`config.mk`:
```
export PLATFORM = sky130hd
export DESIGN_NAME = spike_snippet_extractor_flat
export DESIGN_NICKNAME = d
export VERILOG_FILES = /design/src/rtl/spike_snippet_extractor_pkg.sv /design/src/rtl/spike_snippet_extractor_if.sv /design/src/rtl/spike_snippet_extractor_sample_ring.sv /design/src/rtl/spike_snippet_extractor.sv /design/src/flat_wrapper.sv
export SDC_FILE = /design/constraint.sdc
export NUM_CORES = 2
export LEC_CHECK = 0
export CORE_UTILIZATION = 49
export DETAILED_ROUTE_END_ITERATION = 6
export GPL_TIMING_DRIVEN = 0
export SLEW_MARGIN = 20
export SYNTH_ARGS = -nofsm -noshare
export SYNTH_HDL_FRONTEND = slang
export SYNTH_SLANG_ARGS = --single-unit
```
`constraint.sdc`:
```
create_clock -name clk -period 7.7 [get_ports clk]
set_input_delay 1.54 -clock clk [delete_from_list [all_inputs] [get_ports clk]]
set_output_delay 1.54 -clock clk [all_outputs]
set_load 0.02 [all_outputs]
```
`src/rtl/spike_snippet_extractor_pkg.sv`:
```
// spike_pkg: shared sample/timestamp types and state encoding for the spike processing chain
package spike_pkg;
   localparam int DATA_W = 16;
   localparam int TS_W = 32;
   localparam int DET_LAT_DEF = 3;
   typedef logic signed [DATA_W-1:0] sample_t;
   typedef logic [TS_W-1:0] ts_t;
   typedef enum logic [1:0] {IDLE, CAPTURE, DRAIN} state_t;
endpackage

```
`src/rtl/spike_snippet_extractor_if.sv`:
```
// spike_snippet_extractor_if: snippet output stream with valid/ready handshake
interface spike_snippet_extractor_if;
   import spike_pkg::*;
   sample_t data;
   logic valid;
   logic ready;
   logic first;
   logic last;
   ts_t ts;
   modport master(output data, valid, first, last, ts, input ready);
   modport slave(input data, valid, first, last, ts, output ready);
endinterface

```
`src/rtl/spike_snippet_extractor_sample_ring.sv`:
```
// sample_ring: circular sample history with one write port and a registered read port
module sample_ring
   import spike_pkg::*;
#(
   parameter int AW = 5
) (
   input logic clk,
   input logic rst,
   input logic [AW-1:0] wr_addr,
   input sample_t wr_data,
   input logic [AW-1:0] rd_addr,
   output sample_t rd_data
);
   sample_t mem [1<<AW];
   always_ff @(posedge clk) begin
      if (rst) begin
         for (int i = 0; i < (1 << AW); i++) mem[i] <= '0;
         rd_data <= '0;
      end else begin
         mem[wr_addr] <= wr_data;
         rd_data <= mem[rd_addr];
      end
   end
endmodule

```
`src/rtl/spike_snippet_extractor.sv`:
```
// spike_snippet_extractor: captures a PRE/POST sample window around each accepted spike
// and streams it out tagged with the trigger sample index.
module spike_snippet_extractor
   import spike_pkg::*;
#(
   parameter int PRE = 8,
   parameter int POST = 24,
   parameter int DET_LAT = DET_LAT_DEF,
   parameter int RING_AW = 5,
   parameter int REFRACT = 100
) (
   input logic clk,
   input logic rst,
   input sample_t data_in,
   input logic spike_in,
   spike_snippet_extractor_if.master out,
   output logic [15:0] drop_count,
   output logic busy
);
   localparam int WIN = PRE + POST;
   localparam int KW = $clog2(WIN);
   if ((1 << RING_AW) < PRE + DET_LAT + 2) begin : g_ring_check
      $error("history ring too shallow for PRE + DET_LAT");
   end
   state_t state;
   ts_t n;
   logic spike_q;
   logic [31:0] refr;
   logic [RING_AW-1:0] start;
   logic [KW-1:0] cap_k, rd_k, k;
   logic rd_vld;
   sample_t rd_data;
   sample_t snip [WIN];
   logic trig, accept;
   ts_t trig_ts;
   assign trig = spike_in && !spike_q;
   // refr is checked before this cycle's decrement, so a count of 1 has already expired
   assign accept = trig && state == IDLE && refr < 32'd2;
   assign trig_ts = n - ts_t'(DET_LAT);
   assign busy = state != IDLE;
   sample_ring #(.AW(RING_AW)) u_ring (
      .clk(clk),
      .rst(rst),
      .wr_addr(n[RING_AW-1:0]),
      .wr_data(data_in),
      .rd_addr(start + RING_AW'(cap_k)),
      .rd_data(rd_data)
   );
   always_ff @(posedge clk)
      if (state == CAPTURE && rd_vld) snip[rd_k] <= rd_data;
   always_ff @(posedge clk) begin
      if (rst) begin
         state <= IDLE;
         n <= '0;
         spike_q <= 1'b0;
         refr <= '0;
         drop_count <= '0;
         start <= '0;
         cap_k <= '0;
         rd_k <= '0;
         rd_vld <= 1'b0;
         k <= '0;
         out.valid <= 1'b0;
         out.data <= '0;
         out.first <= 1'b0;
         out.last <= 1'b0;
         out.ts <= '0;
      end else begin
         n <= n + 1'b1;
         spike_q <= spike_in;
         refr <= accept ? 32'(REFRACT) : refr - 32'(refr != '0);
         if (trig && !accept && drop_count != 16'hFFFF) drop_count <= drop_count + 1'b1;
         rd_vld <= state == CAPTURE;
         rd_k <= cap_k;
         case (state)
            IDLE: if (accept) begin
               state <= CAPTURE;
               start <= RING_AW'(trig_ts - ts_t'(PRE));
               out.ts <= trig_ts;
               cap_k <= '0;
            end
            CAPTURE: begin
               cap_k <= cap_k + 1'b1;
               if (rd_vld && rd_k == KW'(WIN - 1)) begin
                  state <= DRAIN;
                  k <= '0;
               end
            end
            DRAIN: if (!out.valid) begin
               out.valid <= 1'b1;
               out.data <= snip[k];
               out.first <= k == '0;
               out.last <= k == KW'(WIN - 1);
            end else if (out.ready) begin
               if (out.last) begin
                  state <= IDLE;
                  out.valid <= 1'b0;
                  out.first <= 1'b0;
                  out.last <= 1'b0;
               end else begin
                  k <= k + 1'b1;
                  out.data <= snip[k + 1'b1];
                  out.first <= 1'b0;
                  out.last <= k + 1'b1 == KW'(WIN - 1);
               end
            end
            default: state <= IDLE;
         endcase
      end
   end
endmodule
```
`src/flat_wrapper.sv`:
```
// flat-port wrapper written by rule: the top's interface ports become plain ports
module spike_snippet_extractor_flat import spike_pkg::*;
#(
   parameter int PRE = 8,
   parameter int POST = 24,
   parameter int DET_LAT = DET_LAT_DEF,
   parameter int RING_AW = 5,
   parameter int REFRACT = 100
)
  (clk, rst, data_in, spike_in, drop_count, busy, out_data, out_valid, out_first, out_last, out_ts, out_ready);
  spike_snippet_extractor_if out_i ();
  input logic clk;
  input logic rst;
  input sample_t data_in;
  input logic spike_in;
  output logic [15:0] drop_count;
  output logic busy;
  output wire logic [$bits(out_i.data)-1:0] out_data;
  output wire logic [$bits(out_i.valid)-1:0] out_valid;
  output wire logic [$bits(out_i.first)-1:0] out_first;
  output wire logic [$bits(out_i.last)-1:0] out_last;
  output wire logic [$bits(out_i.ts)-1:0] out_ts;
  input wire logic [$bits(out_i.ready)-1:0] out_ready;
  assign out_data = out_i.data;
  assign out_valid = out_i.valid;
  assign out_first = out_i.first;
  assign out_last = out_i.last;
  assign out_ts = out_i.ts;
  assign out_i.ready = out_ready;
  spike_snippet_extractor #(.PRE(PRE), .POST(POST), .DET_LAT(DET_LAT), .RING_AW(RING_AW), .REFRACT(REFRACT)) u_core (.clk(clk), .rst(rst), .data_in(data_in), .spike_in(spike_in), .out(out_i), .drop_count(drop_count), .busy(busy));
endmodule
```
After elaboration in Yosys (flattened, before gate mapping)
Memories as Yosys holds them, arrays and structs flattened. A register that Yosys moved wholly into a read port is not among the register bits.
Index checks and enable logic that the tools add are counted.
{"block": "totals", "reg_bits": 155, "mem_bits_rw": 1024, "inputBits": 20, "out_inout_bits": 68, "mem_count": 2}
{"block": "op_classes", "add_sub_neg": 8, "order_cmp": 1, "eq_ne": 14, "n_mux": 35, "n_reduce_logical": 23}
{"memory": "u_core.snip", "depth": 32, "word_bits": 16, "read_ports": 2, "rd_ports_with_merged_regs": 1, "write_ports": 1, "line_no": "spike_snippet_extractor.sv:33", "text": "sample_t snip [WIN];"}
{"memory": "u_core.u_ring.mem", "depth": 32, "word_bits": 16, "read_ports": 1, "rd_ports_with_merged_regs": 1, "write_ports": 32, "line_no": "spike_snippet_extractor_sample_ring.sv:14", "text": "sample_t mem [1<<AW];"}
{"op": "16-bit two-way mux", "count": 4}
{"op": "5-bit two-way mux", "count": 8}
{"op": "32-bit by 1-bit adder with 32-bit output, second input constant", "count": 1}
{"op": "32-bit by 2-bit < comparator with 1-bit output, second input constant", "count": 1}
{"op": "32-bit nonzero test", "count": 1}
{"op": "32-bit by 1-bit subtractor with 32-bit output", "count": 1}
{"op": "32-bit by 2-bit subtractor with 32-bit output, second input constant", "count": 1}
{"op": "5-bit case mux with 2 select lines", "count": 2}
{"op": "16-bit by 1-bit adder with 16-bit output, second input constant", "count": 1}
{"op": "16-bit inequality test, second input constant", "count": 1}
{"op": "16-bit OR reduction", "count": 1}
{"op": "5-bit equality test, second input constant", "count": 3}
{"op": "1-bit two-way mux", "count": 14}
{"op": "5-bit by 1-bit adder with 5-bit output, second input constant", "count": 2}
{"op": "2-bit two-way mux", "count": 5}
{"op": "2-bit inequality test, second input constant", "count": 5}
{"op": "5-bit AND reduction", "count": 2}
{"op": "1-bit logical AND", "count": 7}
{"op": "7-bit two-way mux", "count": 1}
{"op": "2-bit by 1-bit inequality test with 1-bit output, second input constant", "count": 3}
{"op": "2-bit case mux with 3 select lines", "count": 1}
{"op": "2-bit AND reduction", "count": 3}
{"op": "2-bit nonzero test", "count": 3}
{"op": "5-bit adder", "count": 1}
{"op": "other kinds (8)", "count": 9}

Depth between registers and ports, before layout
{"block": "depth", "word_depth": 7, "mapped_depth": 12, "depth_no_buf": 11}

Cells and area by module
From an unflattened synthesis, not the netlist that was laid out.
{"block": "hier_totals", "cells_unflattened": 3666, "area_unflattened_um2": 55644.6}
{"mod": "spike_snippet_extractor", "n_inst": 1, "cells_per_inst": 2132, "area_per_inst_um2": 31382.6, "seq_area_each_um2": 18517.8}
{"mod": "sample_ring", "n_inst": 1, "cells_per_inst": 1534, "area_per_inst_um2": 24262.0, "seq_area_each_um2": 15695.1}

Worst setup path before layout
No wires, ideal clock.
{"block": "synth_timing", "path_type": "input -> register", "from": "in rst", "to": "mem u_core.u_ring.mem[15][0] (netlist name) (enable)", "arrival_ns": 3.116, "required_time_ns": 7.308, "setup_slack_ns": 4.192, "path_stages": 5, "path_buffers": 4, "cell_sequence": "clkbuf_1 -> clkbuf_1 -> clkbuf_1 -> clkbuf_1 -> o21bai_1"}
{"element": "from (decl)", "line_no": "flat_wrapper.sv:13", "text": "input logic rst;"}
{"element": "to (decl)", "line_no": "spike_snippet_extractor_sample_ring.sv:14"}

Worst setup path in the final report
{"block": "layout_timing", "from": "reg u_core.k[0]", "to": "reg u_core.out.data[11]"}
{"block": "layout_between", "elab_chain_len": 5}
{"element": "from (decl)", "line_no": "spike_snippet_extractor.sv:30", "text": "logic [KW-1:0] cap_k, rd_k, k;"}
{"element": "from (signal assigned)", "line_no": "spike_snippet_extractor.sv:101", "text": "k <= k + 1'b1;"}
{"element": "5-bit by 1-bit adder with 5-bit output", "line_no": "spike_snippet_extractor.sv:102", "text": "out.data <= snip[k + 1'b1];"}
{"element": "memory 32 x 16 bit"}
{"element": "16-bit two-way mux", "line_no": "spike_snippet_extractor.sv:95", "text": "if (out.last) begin"}
{"element": "16-bit two-way mux", "line_no": "spike_snippet_extractor.sv:94", "text": "end else if (out.ready) begin"}
{"element": "16-bit two-way mux", "line_no": "spike_snippet_extractor.sv:89", "text": "DRAIN: if (!out.valid) begin"}
{"element": "to (signal assigned)", "line_no": "spike_snippet_extractor.sv:91", "text": "out.data <= snip[k];"}
{"element": "to (signal assigned)", "line_no": "spike_snippet_extractor.sv:102"}
{"element": "to (decl)", "line_no": "spike_snippet_extractor_if.sv:10", "text": "modport master(output data, valid, first, last, ts, input ready);"}
No other way between the ends. The select of a mux whose other input is x is not followed.
A chain may end at the register's enable or synchronous reset.

==> flow_metrics.py <==
metrics = {
    "power": {
        "p_leak_nw": 20.9,
        "totalPowerFinal_w": 0.0165,
        "ir_worst_vdd_v": 0.000184,
        "powerDensity_mw_per_mm2": 264,
    },
    "detailed_routing": {
        "wl_per_cell_um": 29.5,
        "first_pass_iters": 6,
        "drcViolationCount": 0,
        "viasPerCell": 6.11,
        "wl_um": 168000,
        "drt_iter0_drc": 3970,
        "ant_nets": 0,
        "num_vias": 34700,
    },
    "logic_synthesis": {
        "synthDistinctLibCells": 65,
        "synth-seq-area-share_pct": 62.4,
        "netlist_area_mm2": 0.0548,
        "yosysWarnings": 0,
        "synth_seq_cells": 1197,
        "ys.flop_type": "edfxtp_1",
        "avgSynthCellArea_um2": 14.3,
        "async_flop_share_pct": 0,
        "synth_edf_count": 1024,
        "synth_nets": 3877,
        "synthesis.instances": 3840,
    },
    "floorplan": {
        "die_w_um": 336,
        "fp.dieH_um": 336,
        "io_pins": 88,
        "num_rows": 122,
        "initial_core_util_pct": 49.5,
        "die_area_mm2": 0.113,
        "core_area_mm2": 0.111,
    },
    "outcome": {
        "status": "complete, no violations",
    },
    "placement": {
        "gp_congestion": 1.02,
        "place_hpwl_um": 117000,
        "io_buffers": 87,
    },
    "clock_tree": {
        "path_clk_slew_ns": 0.06,
        "cts-buffers-inserted": 135,
        "cts_root_buf": "clkbuf_16",
        "clock_latency_ns": 0.76,
        "cts_setup_buffers": 0,
        "hold_buffers": 0,
        "postCtsResizedCells": 0,
        "clock_sinks": 1197,
        "cts_tree": "done",
        "cts.path.max_buffers": 3,
        "cts_max_level": 4,
    },
    "critical_path": {
        "required_ns": 8.40,
        "cp_max_fo": 11,
        "path_class": "flip-flop to flip-flop",
        "cp-start-kind": "flip-flop",
        "crit_arrival_ns": 5.93,
        "cp-end-kind": "flip-flop",
        "reg2reg_slack_ns": 2.47,
    },
    "global_route": {
        "grt-ovfl-total": 0,
        "grt_pass1_vias": 34300,
        "grt_use_total_pct": 29.9,
        "grt_pass1_wl_um": 240000,
        "grt_antenna_before_repair": 2,
        "grt_max_degree": 33,
    },
    "layout": {
        "fin_nets": 4122,
        "n_fill_cell": 9102,
        "area_delta_synth_final_pct": 13.9,
        "final_common_cell": "edfxtp_1",
        "drive_gt1_share_pct": 15.6,
        "final_cell_mix": "edfxtp_1 (1024), and2_1 (519), mux4_2 (339)",
    },
    "timing": {
        "maxSlewHeadroom_pct": 18.5,
        "finalCritPeriodShare_pct": 67.9,
        "max_freq_mhz": 191,
        "tns_ns": 0,
        "whs_ns": 0.492,
        "skew_ns": 0.0275,
        "min_period_ns": 5.23,
        "rsz0062_at_grt": "no",
        "hold_violations": 0,
        "setup_viol": 0,
        "slew_violations": 0,
        "tightest_slew_ns": 1.22,
    },
    "min_path": {
        "hp-class": "flip-flop to flip-flop",
    },
    "job": {
        "maxCapViolCount": 0,
    },
}
-- stage by stage --
stage	area [um^2]	util (%)	instances	worst slack [ns]
5_1_grt	62400	56.3	5683	2.32
3_3_place_gp	57500	51.9	5415	1.78
4_1_cts	62400	56.3	5683	2.57
6_report	62400	56.3	5684	2.47
2_1_floorplan	54800	-	3840	4.19
3_5_place_dp	58100	52.4	5436	2.10
-- report_power, final --
part	switching (W)	internal [W]
clock	0.00266	0.00368
sequential	0.000387	0.00750
combinational	0.00134	0.000908
total	0.00438	0.0121
-- path summary, 6_finish.rpt --
check                                from                                to  depth (start not counted)
max              u_core.k[0]$_SDFFE_PP0P_  u_core.out.data[11]$_SDFFE_PP0P_                         11
max reg2reg      u_core.k[0]$_SDFFE_PP0P_  u_core.out.data[11]$_SDFFE_PP0P_                         11
min reg2reg  u_core.start[2]$_SDFFE_PP0P_      u_core.start[2]$_SDFFE_PP0P_                          2
min          u_core.start[2]$_SDFFE_PP0P_      u_core.start[2]$_SDFFE_PP0P_                          2
-- cell families after synthesis --
kind of cell,count (synthesis),synth area share [%]
AOI/OAI and AO/OA,340,4.19
xor gates and xnor gates,103,1.65
adders and majority gates,17,0.402
buffers and inverters,317,2.28
DFF,1197,62.4
muxes,434,15.7
and+or+nand+nor,1432,13.4
-- Yosys cell counts (18+ instances only) --
| library cell | n | area [um^2] |
|---|---|---|
| nor2_1 | 266 | 998 |
| a21o_1 | 30 | 225 |
| a21oi_1 | 90 | 450 |
| mux2i_1 | 94 | 941 |
| xor2_1 | 45 | 394 |
| nor2b_1 | 19 | 119 |
| clkbuf_1 | 234 | 878 |
| o31ai_1 | 18 | 135 |
| edfxtp_1 | 1024 | 30700 |
| nor3_1 | 39 | 195 |
| dfxtp_1 | 173 | 3460 |
| o21ai_0 | 34 | 170 |
| buf_1 | 44 | 165 |
| nand2_1 | 315 | 1180 |
| and2_1 | 519 | 3250 |
| a211oi_1 | 29 | 218 |
| a31oi_1 | 31 | 194 |
| or3_1 | 19 | 119 |
| nand3_1 | 157 | 786 |
| a22oi_1 | 46 | 345 |
| mux4_2 | 339 | 7630 |
| xnor2_1 | 58 | 508 |
-- state kept, by name (all words and copies together), names as in the netlist, named ones only --
name / cells
u_core.out.valid: 1
u_core.snip: 512
u_core.out.data: 16
u_core.u_ring.mem: 512
u_core.state: 2
u_core.refr: 32
u_core.out.last: 1
u_core.rd_vld: 1
u_core.k: 5
u_core.out.first: 1
u_core.drop_count: 16
u_core.out.ts: 29
u_core.spike_q: 1
u_core.rd_k: 5
u_core.cap_k: 5
u_core.u_ring.rd_data: 16
u_core.start: 5
u_core.n: 32
-- critical path, cell delays in order (launching register included) --
cell and delay (ns):
dfxtp_1 0.44, clkinv_1 0.39, clkbuf_1 0.55, ha_1 0.50
clkbuf_1 0.41, buf_1 0.82, nor2_1 0.45, clkbuf_1 0.40
a32o_1 0.31, o21ai_0 0.64, a31oi_1 0.17, nand2_1 0.10
-- metal layers --
layer | GRT usage (%) | up-vias | part of all wire (%)
met1 | 39.8 | 17800 | 40
li1 | - | 15000 | -
met2 | 48.2 | 1610 | 48
met3 | 5.65 | 330 | 8.3
met5 | 0 | - | 0.0078
met4 | 12.9 | 2 | 4.4
-- final cells by class --
type,count,area [um^2],share of cell area [%]
multi-input cells,2326,19500,31.3
well taps,1488,1860,2.98
diodes,1,2.50,0.00401
flip-flops and latches,1197,34200,54.8
repair buffers,108,1210,1.94
clock buffers,193,3920,6.27
plain buffers,300,1200,1.92
clock inverters,54,408,0.653
inverters,17,63.8,0.102
(Power assumes the default switching activity.)
